<file path="src/rtl/output_drain_pkg.sv">
// output_drain_pkg: geometry, FSM state type and lane-slice helper shared by
// the output BRAM drain and its line buffer.
package output_drain_pkg;
    localparam int DW = 16;
    localparam int NUM_BRAMS = 16;
    localparam int O_ADDR_W = 10;
    localparam int LANE_W = $clog2(NUM_BRAMS);

    typedef enum logic [1:0] {IDLE, FILL, SEND, DONE} state_t;

    function automatic logic [DW-1:0] lane_word(input logic [NUM_BRAMS*DW-1:0] row, input logic [LANE_W-1:0] lane);
        return row[lane*DW +: DW];
    endfunction
endpackage

</file>
<file path="src/rtl/drain_line_buffer.sv">
// drain_line_buffer: ping-pong pair of row registers; one row streams out
// lane by lane while the other is filled with the prefetched next row.
module drain_line_buffer
    import output_drain_pkg::*;
(
    input  logic                    clk,
    input  logic                    rst_n,
    input  logic                    cap_i,
    input  logic                    swap_i,
    input  logic                    clr_i,
    input  logic [LANE_W-1:0]       lane_i,
    input  logic [NUM_BRAMS*DW-1:0] row_i,
    output logic [DW-1:0]           word_o,
    output logic                    cur_vld_o
);
    logic [NUM_BRAMS*DW-1:0] buf0_q, buf1_q;
    logic sel_q, cur_vld_q, nxt_vld_q;

    // sel_q names the current row; captures always land in the other one, so
    // a capture together with a swap loads the current row directly
    always_ff @(posedge clk or negedge rst_n) begin
        if (!rst_n) begin
            buf0_q    <= '0;
            buf1_q    <= '0;
            sel_q     <= 1'b0;
            cur_vld_q <= 1'b0;
            nxt_vld_q <= 1'b0;
        end else if (clr_i) begin
            cur_vld_q <= 1'b0;
            nxt_vld_q <= 1'b0;
        end else begin
            if (cap_i && sel_q) buf0_q <= row_i;
            if (cap_i && !sel_q) buf1_q <= row_i;
            if (swap_i) begin
                sel_q     <= !sel_q;
                cur_vld_q <= nxt_vld_q || cap_i;
                nxt_vld_q <= 1'b0;
            end else if (cap_i) begin
                nxt_vld_q <= 1'b1;
            end
        end
    end

    assign word_o    = lane_word(sel_q ? buf1_q : buf0_q, lane_i);
    assign cur_vld_o = cur_vld_q;
endmodule

</file>
<file path="src/rtl/output_bram_drain.sv">
// output_bram_drain: reads output BRAM rows and serialises their lanes into a
// gapless valid/ready word stream, prefetching the next row during each row.
module output_bram_drain
    import output_drain_pkg::*;
#(
    parameter int RD_LAT = 1
) (
    input  logic                          clk,
    input  logic                          rst_n,
    input  logic                          start,
    input  logic [O_ADDR_W-1:0]           base_addr,
    input  logic [O_ADDR_W:0]             num_rows,
    input  logic                          abort,
    output logic                          ext_read_mode,
    output logic [NUM_BRAMS*O_ADDR_W-1:0] ext_read_addr_flat,
    input  logic [NUM_BRAMS*DW-1:0]       bram_read_data_flat,
    output logic [DW-1:0]                 m_data,
    output logic                          m_valid,
    input  logic                          m_ready,
    output logic                          m_last,
    output logic [LANE_W-1:0]             m_lane,
    output logic                          busy,
    output logic                          done
);
    localparam logic [O_ADDR_W:0] ONE_ROW = (O_ADDR_W+1)'(1);
    localparam logic [LANE_W-1:0] LAST_LANE = LANE_W'(NUM_BRAMS - 1);

    state_t state_q, state_d;
    logic [O_ADDR_W-1:0] addr_q, addr_d;
    logic [O_ADDR_W:0] rows_q, rows_d;
    logic [LANE_W-1:0] lane_q, lane_d, lat_q, lat_d;
    logic pend_q, pend_d, zdone_q, zdone_d;
    logic cap, swap, clr, row_start, xfer, end_row, cur_vld;
    logic [DW-1:0] word;

    drain_line_buffer u_buf (
        .clk       (clk),
        .rst_n     (rst_n),
        .cap_i     (cap),
        .swap_i    (swap),
        .clr_i     (clr),
        .lane_i    (lane_q),
        .row_i     (bram_read_data_flat),
        .word_o    (word),
        .cur_vld_o (cur_vld)
    );

    assign busy               = state_q == FILL || state_q == SEND;
    assign ext_read_mode      = busy;
    assign ext_read_addr_flat = {NUM_BRAMS{addr_q}};
    assign m_valid            = state_q == SEND && cur_vld;
    assign m_data             = m_valid ? word : '0;
    assign m_lane             = lane_q;
    assign m_last             = m_valid && lane_q == LAST_LANE && rows_q == ONE_ROW;
    assign done               = state_q == DONE || zdone_q;
    assign xfer               = m_valid && m_ready;
    assign end_row            = xfer && lane_q == LAST_LANE;

    // rows_q counts rows still to be streamed, including the one in flight
    always_comb begin
        state_d   = state_q;
        addr_d    = addr_q;
        rows_d    = rows_q;
        lane_d    = lane_q;
        lat_d     = lat_q;
        pend_d    = pend_q;
        zdone_d   = 1'b0;
        cap       = 1'b0;
        swap      = 1'b0;
        clr       = 1'b0;
        row_start = 1'b0;
        case (state_q)
            IDLE: if (start && !abort) begin
                if (num_rows == '0) begin
                    zdone_d = 1'b1;
                end else begin
                    state_d = FILL;
                    addr_d  = base_addr;
                    rows_d  = num_rows;
                    lat_d   = '0;
                    pend_d  = 1'b1;
                end
            end
            FILL, SEND: if (abort) begin
                state_d = IDLE;
                clr     = 1'b1;
                rows_d  = '0;
                lane_d  = '0;
                pend_d  = 1'b0;
            end else begin
                if (pend_q) begin
                    lat_d = lat_q + LANE_W'(1);
                    if (lat_q == LANE_W'(RD_LAT)) begin
                        cap    = 1'b1;
                        pend_d = 1'b0;
                    end
                end
                if (state_q == FILL) begin
                    swap      = cap;
                    row_start = cap;
                    state_d   = cap ? SEND : FILL;
                end else if (end_row) begin
                    lane_d = '0;
                    if (rows_q == ONE_ROW) begin
                        state_d = DONE;
                        clr     = 1'b1;
                        rows_d  = '0;
                    end else begin
                        swap      = 1'b1;
                        rows_d    = rows_q - ONE_ROW;
                        row_start = 1'b1;
                    end
                end else if (xfer) begin
                    lane_d = lane_q + LANE_W'(1);
                end
            end
            DONE: state_d = IDLE;
            default: state_d = IDLE;
        endcase
        // a new row just became current: fetch its successor if one remains
        if (row_start && rows_d > ONE_ROW) begin
            addr_d = addr_q + O_ADDR_W'(1);
            pend_d = 1'b1;
            lat_d  = '0;
        end
    end

    always_ff @(posedge clk or negedge rst_n) begin
        if (!rst_n) begin
            state_q <= IDLE;
            addr_q  <= '0;
            rows_q  <= '0;
            lane_q  <= '0;
            lat_q   <= '0;
            pend_q  <= 1'b0;
            zdone_q <= 1'b0;
        end else begin
            state_q <= state_d;
            addr_q  <= addr_d;
            rows_q  <= rows_d;
            lane_q  <= lane_d;
            lat_q   <= lat_d;
            pend_q  <= pend_d;
            zdone_q <= zdone_d;
        end
    end
endmodule

</file>
<file path="config.mk">
export PLATFORM = sky130hd
export DESIGN_NAME = output_bram_drain
export DESIGN_NICKNAME = d
export VERILOG_FILES = /design/src/rtl/output_drain_pkg.sv /design/src/rtl/drain_line_buffer.sv /design/src/rtl/output_bram_drain.sv
export SDC_FILE = /design/constraint.sdc
export NUM_CORES = 1
export LEC_CHECK = 0
export ABC_AREA = 1
export CORE_MARGIN = 2
export CORE_UTILIZATION = 45
export CTS_CLUSTER_DIAMETER = 30
export CTS_CLUSTER_SIZE = 14
export DETAILED_ROUTE_END_ITERATION = 16
export GPL_TIMING_DRIVEN = 0
export PLACE_DENSITY = 0.7
export SYNTH_ARGS = -nofsm -noshare
export SYNTH_HDL_FRONTEND = slang
export SYNTH_SLANG_ARGS = --single-unit
</file>
<file path="constraint.sdc">
create_clock -name clk -period 3 [get_ports clk]
set_clock_uncertainty 0.15 [all_clocks]
set_input_delay 0.6 -clock clk [delete_from_list [all_inputs] [get_ports clk]]
set_output_delay 0.6 -clock clk [all_outputs]
set_load 0.02 [all_outputs]
</file>
==> results.txt <==
The highest fanout seen on the critical path is 7. The library cell used most frequently in the layout, excluding fill and tap cells, is sky130_fd_sc_hd__nand2_1. The number of enable flip-flop cells after synthesis came out at 0. The area taken by multi-input logic gates is 11980 um^2. Setup violations remaining at the end of the flow were counted as 27. Wires add up to 113.4 mm. Sequential cells were found to cover 50.78% of the synthesized design area. The number of antenna violations at the first check in global routing was 0. For flop-to-flop paths, the worst setup slack is -0.07 ns.

The actual slew at the worst max-slew pin came out at 0.7237 ns. The total global routing track utilization came out at a little over a third. The net count of the mapped netlist came out at 3624.

The largest stage delay on the critical path came out at 0.51 ns. The area growth from synthesis to layout is 50.01%. Port buffering added 466 buffers.

The number of iterations in the first detailed-routing pass came out at 7. STA classifies the critical path endpoint as an output port. The global-route wire length before repair came out at 164.7 mm.

The clock reaches the later pin of the worst-skew pair after 0.67 ns. TritonCTS built the clock tree. The level count of the clock H-tree came out at 3. The path type of the worst min-delay path is primary input to asynchronous set/reset pin. The flow ran to the end, but the final reports show violations.

After synthesis, the netlist uses 35 different library cells. The most used flip-flop cell after synthesis is sky130_fd_sc_hd__dfrtp_1. No sink is reached through more buffers than the 3 on the longest clock path. The number of storage elements in the synthesis netlist is 548. The count of nets left with antenna violations after detail routing came out at 0.

The largest net degree at the start of global routing is 117. The residual DRC count came out at 0. The critical path in this run is classified as flop to output port. For this run, the post-layout net count is 4242. The wire-length estimate of the detail-placed layout is 77.18 mm. In the routed layout, each cell is associated on average with a via count of 5.846. The average instance in the mapped netlist occupies 8.108 um^2. The power density relative to cell area is 1131 nW/um^2.

The checks that failed: setup timing. Summed over all nets, wire length on met3 after detailed routing comes to 13.52 mm. Dividing the detail-routed wire length by the instance count gives 23.55 um. After detailed routing, the wire length on met1 is 40.42 mm. The count of buffering cells on the critical path with inverters included came out at 5. Timing would allow up to ~0.26 GHz.

In this run the horizontal extent of the chip is 249.0 um. The total congestion overflow is 0. The static power due to leakage is 18.90 nW. The number of DRC markers after the initial detailed-route iteration is between 3000 and 4000. The library cells used most frequently in the layout, excluding fill and tap cells, are 756 x sky130_fd_sc_hd__nand2_1, 629 x sky130_fd_sc_hd__o21ai_0, 538 x sky130_fd_sc_hd__dfrtp_1, 445 x sky130_fd_sc_hd__clkdlybuf4s50_1, 323 x sky130_fd_sc_hd__inv_1. The finished layout holds 4817 standard cells, fillers aside.

The number of antenna diodes in the final layout is 0. The fraction of registers with async set or reset after synthesis is 100.0%. The clock-pin slew on the worst setup and hold paths came out at 0.05 ns.

The fraction of the cycle the final worst path needs is 126.2%. 467 I/O pins were placed. The signal on the critical path passes through clkbuf_16 > buf_16 > buf_12 > buf_4 > o21ai_0 > o221ai_2 > nand3_2 > a221oi_4 > buf_6. VDD sags by at most 0.5839 mV. STA puts the critical path data required time at between 2 and 2.5 ns. The area inside the core boundary is 59130 um^2. The clock root buffer master is sky130_fd_sc_hd__clkbuf_16. The final estimated routing congestion in global placement is 1.010.

The height of the chip came out at between 200 and 250 um. In this run the tightest slew margin relative to its limit is between 50% and 60%. The post-layout worst setup margin came out at -0.7858 ns. The routed length on met2 is 50.88 mm. The detailed router used layers up to and including met4. The cell area that synthesis handed to floorplanning was 27010 um^2. The worst path in the final design needs a cycle of ~3.8 ns, including I/O delays and setup.

The vias after detailed routing came out at 28160. The initial cell density of the core is 45.67%. The data arrival time of the critical path is 3.04 ns. The number of global-route vias before repair came out at 27490. The count of synthesis-stage warnings from yosys is 0.

The max-slew violation count came out at 0. The kind of cell with the highest combined delay along the critical path is buffers and inverters. The post-route netlist has 22.23% of its cells at a drive strength greater than 1. The placement row count is a little under 90. The die covers 61990 um^2. The total count of hold-check failures in the final report is 0.

Across the run, the number of max-cap violations was 0. STA classifies the critical path startpoint as a flop. The area used by sequential logic in the layout is between 10000 and 15000 um^2.

After filler insertion, the fill cell instance count of the layout stands at about 4600. The CTS sink count came out at 548. Setup repair after global routing could not meet its margin everywhere.

The cell count after synthesis is approximately 3300. The cell with the biggest individual delay on the critical path is sky130_fd_sc_hd__dfrtp_2. The number of placed instances, taps included, is approximately 4600.

The design draws about 46 mW. The number of clock buffers added by TritonCTS is 115.
-- sequential cells by signal, indices dropped and copies added (netlist names), 2 cells and up --
signal,cells
state_q,2
u_buf.buf1_q,256
m_lane,4
rows_q,11
lat_q,4
addr_q,10
u_buf.buf0_q,256
-- cells by family after synthesis --
family / share of synthesized area, %
flops: 50.78
fa+ha+maj: 0.5096
buf+inv: 12.39
simple gates: 16.00
xor+xnor: 0.3892
compound gates: 19.94
-- power by group --
part	switching [mW]	leakage, nW	internal [mW]
Clock	4.46	1.94	8.59
Combinational	12.0	9.76	8.74
Sequential	2.08	7.21	9.92
-- worst paths after layout --
kind,from,cells after the start,end
worst min register to register,u_buf.buf1_q[142],2,u_buf.buf1_q[142]
worst max register to register,m_lane[0],21,addr_q[7]
min in group clk,u_buf.buf1_q[142],2,u_buf.buf1_q[142]
max in group asynchronous,rst_n,5,addr_q[4]
worst min-delay path,rst_n,2,u_buf.buf0_q[138]
worst max-delay path,u_buf.sel_q,9,m_data[10]
-- through the flow --
step           hold WS [ns]  instance area, um^2  setup WS (ns)  setup TNS [ns]  utilization [%]
6_report             0.3189                40510        -0.7858          -11.23            68.51
5_1_grt              0.3488                40510        -0.7457          -15.77            68.51
3_5_place_dp         0.3176                32780         -2.214         -389.59            55.44
3_3_place_gp         0.3109                32640         -23.32               -            55.20
2_1_floorplan        0.1544                27010        0.05773               0                -
4_1_cts              0.3297                39420        -0.5591          -8.730            66.67
-- final cells by class --
cell class	instances	share of cell area, %
Clock inverter	79	2.279
Inverter	333	3.125
Timing Repair Buffer	503	13.08
Tap cell	773	2.387
Buffer	375	8.052
Multi-Input combinational cell	2073	29.57
Sequential cell	548	33.88
Clock buffer	133	7.622
-- cells in the mapped netlist (2+ instances only) --
master,n,area [um^2]
sky130_fd_sc_hd__buf_1,8,30.03
sky130_fd_sc_hd__a221oi_1,82,718.2
sky130_fd_sc_hd__ha_1,11,137.6
sky130_fd_sc_hd__nor3_1,37,185.2
sky130_fd_sc_hd__o221ai_1,64,560.5
sky130_fd_sc_hd__a21oi_1,139,695.7
sky130_fd_sc_hd__nand3_1,76,380.4
sky130_fd_sc_hd__nand3_4,2,35.03
sky130_fd_sc_hd__nand2_1,775,2909
sky130_fd_sc_hd__nor2_1,184,690.7
sky130_fd_sc_hd__buf_2,67,335.3
sky130_fd_sc_hd__or2_2,4,25.02
sky130_fd_sc_hd__inv_2,5,18.77
sky130_fd_sc_hd__nand3_2,2,20.02
sky130_fd_sc_hd__a21oi_2,2,17.52
sky130_fd_sc_hd__xor2_1,12,105.1
sky130_fd_sc_hd__nand4_1,5,31.28
sky130_fd_sc_hd__clkinv_1,2,7.510
sky130_fd_sc_hd__clkbuf_1,147,551.8
sky130_fd_sc_hd__o21ai_0,650,3253
sky130_fd_sc_hd__buf_4,152,1141
sky130_fd_sc_hd__buf_6,2,22.52
sky130_fd_sc_hd__o21ai_1,19,95.09
sky130_fd_sc_hd__inv_1,326,1224
sky130_fd_sc_hd__dfrtp_1,548,13710
-- per-layer routing --
layer	global-route usage (%)	vias to the layer above
li1	-	12110
met1	42.05	13490
met2	54.25	2039
met3	10.68	518
met4	21.65	0
met5	0	-
-- repair_timing --
action,in CTS,in global routing
pin swaps,83,66
buffers inserted,4,8
cloned,8,11
hold endpoints to repair,61,0
setup endpoints to repair,593,419
gates resized for setup,670,265
hold buffers,1,0
(Power assumes the default switching activity.)
